===== src/rtl/rr_arb_pkg.sv =====
// Shared definitions for the round-robin arbiter: state encoding, defaults and a clog2 helper.

package rr_arb_pkg;

    localparam int unsigned REQ_W_DEF    = 8;
    localparam int unsigned HOLD_MAX_DEF = 16;

    typedef enum logic {
        StIdle = 1'b0,
        StBusy = 1'b1
    } state_e;

    function automatic int unsigned clog2(input int unsigned v);
        int unsigned res;
        res = 0;
        while ((32'd1 << res) < v) begin
            res = res + 1;
        end
        return res;
    endfunction

endpackage


===== src/rtl/rr_prio_enc.sv =====
// Lowest-set-bit priority encoder: index of the lowest set bit in vec, plus an any-set flag.

module rr_prio_enc #(
    parameter int unsigned REQ_W = 8,
    parameter int unsigned IDX_W = 3
) (
    input  logic [REQ_W-1:0] vec,
    output logic [IDX_W-1:0] idx,
    output logic             vld
);

    always_comb begin
        idx = '0;
        // Scan from the top so the lowest set bit is the last assignment.
        for (int i = REQ_W - 1; i >= 0; i--) begin
            if (vec[i]) begin
                idx = IDX_W'(i);
            end
        end
        vld = |vec;
    end

endmodule


===== src/rtl/rr_arbiter.sv =====
// Round-robin arbiter with registered one-hot grant that is held until the holder releases.
// Define RR_ARBITER_TIMEOUT_EN to bound tenure to HOLD_MAX cycles when others are waiting.

import rr_arb_pkg::*;

module rr_arbiter #(
    parameter int unsigned REQ_W    = REQ_W_DEF,
    parameter int unsigned IDX_W    = 3,
    parameter int unsigned HOLD_MAX = HOLD_MAX_DEF
) (
    input  logic             clk,
    input  logic             rst,
    input  logic [REQ_W-1:0] req,
    output logic [REQ_W-1:0] grant,
    output logic [IDX_W-1:0] grant_idx,
    output logic             grant_vld
);

    if (IDX_W != clog2(REQ_W)) begin : g_bad_idx_w
        $error("rr_arbiter: IDX_W must equal clog2(REQ_W)");
    end
    if (REQ_W < 2 || HOLD_MAX < 1) begin : g_bad_params
        $error("rr_arbiter: REQ_W must be >= 2 and HOLD_MAX >= 1");
    end

    state_e           state_q, state_d;
    logic [REQ_W-1:0] grant_q, grant_d;
    logic [IDX_W-1:0] idx_q, idx_d;
    logic [IDX_W-1:0] last_q, last_d;

    logic             holder_req;
    logic             timeout;
    logic [IDX_W-1:0] start;
    logic [REQ_W-1:0] arb_req;
    logic [REQ_W-1:0] rot;
    logic [IDX_W-1:0] enc_idx;
    logic             enc_vld;
    logic [IDX_W:0]   sum;
    logic [IDX_W-1:0] win_idx;
    logic [REQ_W-1:0] win_oh;

    assign holder_req = req[idx_q];
    assign start      = (last_q == IDX_W'(REQ_W - 1)) ? '0 : last_q + 1'b1;
    // On a forced release the holder must not win its own re-arbitration.
    assign arb_req    = req & ~(timeout ? grant_q : '0);
    assign rot        = (arb_req >> start) | (arb_req << (REQ_W - int'(start)));

    rr_prio_enc #(
        .REQ_W (REQ_W),
        .IDX_W (IDX_W)
    ) u_prio_enc (
        .vec (rot),
        .idx (enc_idx),
        .vld (enc_vld)
    );

    assign sum     = {1'b0, enc_idx} + {1'b0, start};
    assign win_idx = (sum >= (IDX_W + 1)'(REQ_W)) ? IDX_W'(sum - (IDX_W + 1)'(REQ_W))
                                                   : IDX_W'(sum);
    assign win_oh  = {{(REQ_W - 1){1'b0}}, 1'b1} << win_idx;

`ifdef RR_ARBITER_TIMEOUT_EN
    localparam int unsigned CNT_W = clog2(HOLD_MAX + 1);

    logic [CNT_W-1:0] cnt_q, cnt_d;

    assign timeout = (state_q == StBusy) && holder_req && (cnt_q == CNT_W'(HOLD_MAX - 1));

    // Counts only uninterrupted holds; any hand-off or forced restart goes back to zero.
    always_comb begin
        cnt_d = '0;
        if (state_q == StBusy && state_d == StBusy && grant_d == grant_q && !timeout) begin
            cnt_d = cnt_q + 1'b1;
        end
    end

    always_ff @(posedge clk or posedge rst) begin
        if (rst) begin
            cnt_q <= '0;
        end else begin
            cnt_q <= cnt_d;
        end
    end
`else
    assign timeout = 1'b0;
`endif

    always_comb begin
        state_d = state_q;
        grant_d = grant_q;
        idx_d   = idx_q;
        last_d  = last_q;
        unique case (state_q)
            StIdle: begin
                if (enc_vld) begin
                    state_d = StBusy;
                    grant_d = win_oh;
                    idx_d   = win_idx;
                    last_d  = win_idx;
                end
            end
            StBusy: begin
                if (holder_req && !timeout) begin
                    state_d = StBusy;
                end else if (enc_vld) begin
                    grant_d = win_oh;
                    idx_d   = win_idx;
                    last_d  = win_idx;
                end else if (!timeout) begin
                    state_d = StIdle;
                    grant_d = '0;
                    idx_d   = '0;
                end
            end
            default: state_d = StIdle;
        endcase
    end

    always_ff @(posedge clk or posedge rst) begin
        if (rst) begin
            state_q <= StIdle;
            grant_q <= '0;
            idx_q   <= '0;
            last_q  <= IDX_W'(REQ_W - 1);
        end else begin
            state_q <= state_d;
            grant_q <= grant_d;
            idx_q   <= idx_d;
            last_q  <= last_d;
        end
    end

    assign grant     = grant_q;
    assign grant_idx = idx_q;
    assign grant_vld = (state_q == StBusy);

endmodule


===== config.mk =====
export PLATFORM = sky130hd
export DESIGN_NAME = rr_arbiter
export DESIGN_NICKNAME = d
export VERILOG_FILES = /design/src/rtl/rr_arb_pkg.sv /design/src/rtl/rr_prio_enc.sv /design/src/rtl/rr_arbiter.sv
export SDC_FILE = /design/constraint.sdc
export NUM_CORES = 1
export LEC_CHECK = 0
export ABC_AREA = 0
export BUFFER_PORTS_ARGS = -buffer_cell sky130_fd_sc_hd__clkbuf_2
export CAP_MARGIN = 25
export CELL_PAD_IN_SITES_DETAIL_PLACEMENT = 0
export CELL_PAD_IN_SITES_GLOBAL_PLACEMENT = 2
export CORE_MARGIN = 2
export CORE_UTILIZATION = 40
export CTS_CLUSTER_SIZE = 8
export DETAILED_ROUTE_END_ITERATION = 12
export PLACE_DENSITY = 0.82
export SLEW_MARGIN = 10
export SYNTH_ARGS = -nofsm -noshare
export SYNTH_HDL_FRONTEND = slang
export SYNTH_SLANG_ARGS = --single-unit

===== constraint.sdc =====
create_clock -name clk -period 6.3 [get_ports clk]
set_clock_uncertainty 0.05 [all_clocks]
set_input_delay 0.315 -clock clk [delete_from_list [all_inputs] [get_ports clk]]
set_output_delay 0.315 -clock clk [all_outputs]
set_load 0.05 [all_outputs]

==> load_flow_metrics.sql <==
INSERT INTO impl_metrics (metric_group, metric, value, unit) VALUES
('die', 'io_pins', '22', ''),
('placed_design', 'hpwlAfterDp', '3059', 'um'),
('synthesis', 'post_synth.cell_area_avg', '10.06', 'sq um'),
('finish', 'fin_util', '44.11', '%'),
('sta', 'final-max-slew-violation-count', '0', ''),
('synthesis', 'number_of_instances_in_the_synthesized_netlist', '161', ''),
('clock_network', 'cts_tree', 'done', ''),
('routing', 'vias', '1411', ''),
('placed_design', 'place.gp.congestion', '0.8779', ''),
('die', 'die-area', '0.004572', 'sq mm'),
('finish', 'synthToLayoutAreaGrowth', '7.419', '%'),
('clock_network', 'numCtsBuffers', '3', ''),
('routing', 'detail_route.wl_per_cell', '17.67', 'um'),
('worst_setup_path', 'critPathMaxStageDelay', '780', 'ps'),
('routing', 'drt-total-wl', '3941', 'um'),
('routing', 'post-route-drc-count', '0', ''),
('synthesis', 'synth_top_cell_by_area', 'sky130_fd_sc_hd__dfrtp_1', ''),
('worst_setup_path', 'critical_path.max_fanout', '19', ''),
('die', 'fp.dieW', '67.62', 'um'),
('routing', 'avgViaCountPerCell', '6.327', ''),
('run', 'cap_viol_max_count', '0', ''),
('routing', 'firstDrtPassIters', '4', ''),
('clock_network', 'cts.path.max_buffers', '2', ''),
('clock_network', 'clock_insertion_delay_worst_skew', '250', 'ps'),
('sta', 'hold_viol', '0', ''),
('global_routing', 'grtUsageTotal', '18.92', '%'),
('worst_setup_path', 'timing.critical_path.to_type', 'flop', ''),
('global_routing', 'number_of_antenna_violations_at_the_first_check_in_global_routing', '0', ''),
('routing', 'first_iter_violations', '104', ''),
('worst_setup_path', 'crit_path_start_kind', 'flop', ''),
('synthesis', 'synth.most_common_cell', 'sky130_fd_sc_hd__dfrtp_1', ''),
('sta', 'worst_slew_margin_rel', '57.01', '%'),
('synthesis', 'async_reset_ff_share', '100.0', '%'),
('global_routing', 'grt_remaining_overflow', '0', ''),
('worst_hold_path', 'holdCritPathClass', 'in -> async', ''),
('sta', 'period_needed', '5119', 'ps'),
('run_status', 'run_status', 'completed', ''),
('worst_setup_path', 'timing.critical_path.required', '6440', 'ps'),
('synthesis', 'synth_sequential_area_ratio', '23.42', '%'),
('worst_setup_path', 'cp_data_arrival_time', '5260', 'ps'),
('clock_network', 'depth_of_the_cts_h_tree', '1', ''),
('sta', 'fin_crit_sh', '81.26', '%'),
('synthesis', 'ys_ff_latch', '15', ''),
('worst_setup_path', 'critPathSlowestCell', 'sky130_fd_sc_hd__dfstp_2', ''),
('finish', 'nNetsFinal', '188', ''),
('finish', 'antenna_cells_inserted', '0', ''),
('synthesis', 'synthDominantCellAreaShare', '18.55', '%'),
('die', 'die_span_y', '67.62', 'um'),
('worst_setup_path', 'crit_path_cell_trace', 'ha_1 > ha_1 > nor2b_1 > inv_1 > ha_1 > or4b_1 > o21ai_0 > a221oi_1 > o21ai_0 > and2b_2 > nor2b_1 > o21ai_0 > fa_1 > xor2_1 > nand2_1 > o22ai_2 > a32o_1', ''),
('clock_network', 'cts.sink_count', '15', ''),
('die', 'num_rows', '23', ''),
('placed_design', 'port_buffers', '21', ''),
('synthesis', 'synthFlopType', 'sky130_fd_sc_hd__dfrtp_1', ''),
('clock_network', 'clock_tree.root_cell', 'sky130_fd_sc_hd__clkbuf_8', ''),
('sta', 'setup_tns', '0', 'ps'),
('routing', 'routed_antenna_nets', '0', ''),
('global_routing', 'first_global_vias', '1314', ''),
('synthesis', 'number_of_flops_mapped_to_enable_cells_by_yosys', '0', ''),
('die', 'start_util', '41.07', '%'),
('sta', 'worst-slew-pin-transition', '644.8', 'ps'),
('synthesis', 'syn_nets', '175', ''),
('global_routing', 'grt_pass1_wl', '6575', 'um'),
('clock_network', 'clkSlewWorstSetupHoldPaths', '60', 'ps'),
('die', 'core_area', '0.003943', 'sq mm'),
('synthesis', 'synth_warnings', '0', ''),
('sta', 'grt_setup_unrepaired', 'no', ''),
('synthesis', 'post_synth_instance_area', '0.001619', 'sq mm'),
('synthesis', 'synth.area.top_cells', 'sky130_fd_sc_hd__dfrtp_1 19%, sky130_fd_sc_hd__mux4_2 8.3%, sky130_fd_sc_hd__a32o_1 4.9%', ''),
('clock_network', 'hold_buffer_count_at_cts', '0', ''),
('global_routing', 'grt_start_max_net_pins', '20', ''),
('worst_setup_path', 'critical_path_class', 'reg -> reg', ''),
('synthesis', 'synth_cell_type_count', '64', ''),
('sta', 'finalSetupViolations', '0', ''),
('synthesis', 'synth.top_cells.by_count', '12 x sky130_fd_sc_hd__dfrtp_1, 8 x sky130_fd_sc_hd__a32o_1, 7 x sky130_fd_sc_hd__nor2_1, 7 x sky130_fd_sc_hd__o21ai_0', ''),
('sta', 'max_freq', '195.3', 'MHz'),
('clock_network', 'cts_setup_buffers', '0', ''),
('clock_network', 'ctsResizeCount', '0', ''),
('finish', 'drive_above_1_share', '32.37', '%');
==> worst paths after layout <==
path	start	endpoint	slack (ps)	cells after the start
max	last_q[0]$_DFFE_PP1P_	grant[0]$_DFFE_PP0P_	1180	17
min	rst	grant[2]$_DFFE_PP0P_	30	2
max reg2reg	last_q[0]$_DFFE_PP1P_	grant[0]$_DFFE_PP0P_	1180	17
min reg2reg	grant[4]$_DFFE_PP0P_	grant[4]$_DFFE_PP0P_	440	1
max in group asynchronous	rst	last_q[1]$_DFFE_PP1P_	5800	2
min in group clk	grant[4]$_DFFE_PP0P_	grant[4]$_DFFE_PP0P_	440	1
==> layer usage <==
layer | global-route usage (%) | wire, um | up-vias
li1 | - | - | 657
met1 | 25.93 | 1784 | 700
met2 | 31.37 | 1920 | 46
met3 | 2.333 | 180 | 8
met4 | 4.847 | 56 | 0
met5 | 0 | 0 | -
==> worst max-delay path: cells and delay by family, from the launching register on <==
family                   cells  cell delay, ps
AO/OA/AOI/OAI                6            1070
XOR/XNOR                     1             230
adder cells (fa/ha/maj)      4            1550
buffers and inverters        1             180
flip-flops                   1             780
AND/OR/NAND/NOR              5            1210
==> cells in the final DEF, fill, tap and decap left out, drive strengths merged, types with 3 or more instances in the layout <==
cell     n
clkbuf  24
dfrtp   12
o21ai    9
nor2     9
a32o     8
mux2i    6
mux4     6
a21oi    6
nand2    6
nor2b    6
nand3    6
a221oi   6
nand2b   5
nor3     4
inv      4
o22ai    4
a22o     3
xnor2    3
ha       3
dfstp    3
mux2     3
==> cells by family after synthesis <==
group | count (synthesis) | share of synthesized area [%]
compound gates | 54 | 30.06
xor+xnor | 4 | 2.164
simple gates | 51 | 19.71
fa+ha+maj | 4 | 3.555
mux | 15 | 14.14
flops | 15 | 23.42
buf+inv | 18 | 6.954
==> final cells by class <==
class	count	area [sq um]
Inverter	5	18.77
Clock inverter	1	5.005
Tap cell	50	62.56
Clock buffer	3	41.29
Sequential cell	15	379.1
Fill cell	395	2203
Timing Repair Buffer	21	105.1
Multi-Input combinational cell	128	1127
==> flip-flops by register name, indices dropped and copies added, names as in the netlist <==
register   cells
grant          8
grant_idx      3
last_q         3
grant_vld      1
==> stage by stage <==
step	worst slack, ps	hold WS (ps)	cells	area [sq um]
6_report	1181	31.65	223	1739
5_1_grt	792.6	75.68	223	1739
4_1_cts	1195	50.49	223	1739
3_5_place_dp	1216	318.7	219	1693
3_3_place_gp	1300	308.6	219	1693
2_1_floorplan	2116	164.3	161	1619
Power is not shown: default switching activity piles up to over one toggle a cycle in this logic, so the estimate is an artifact.
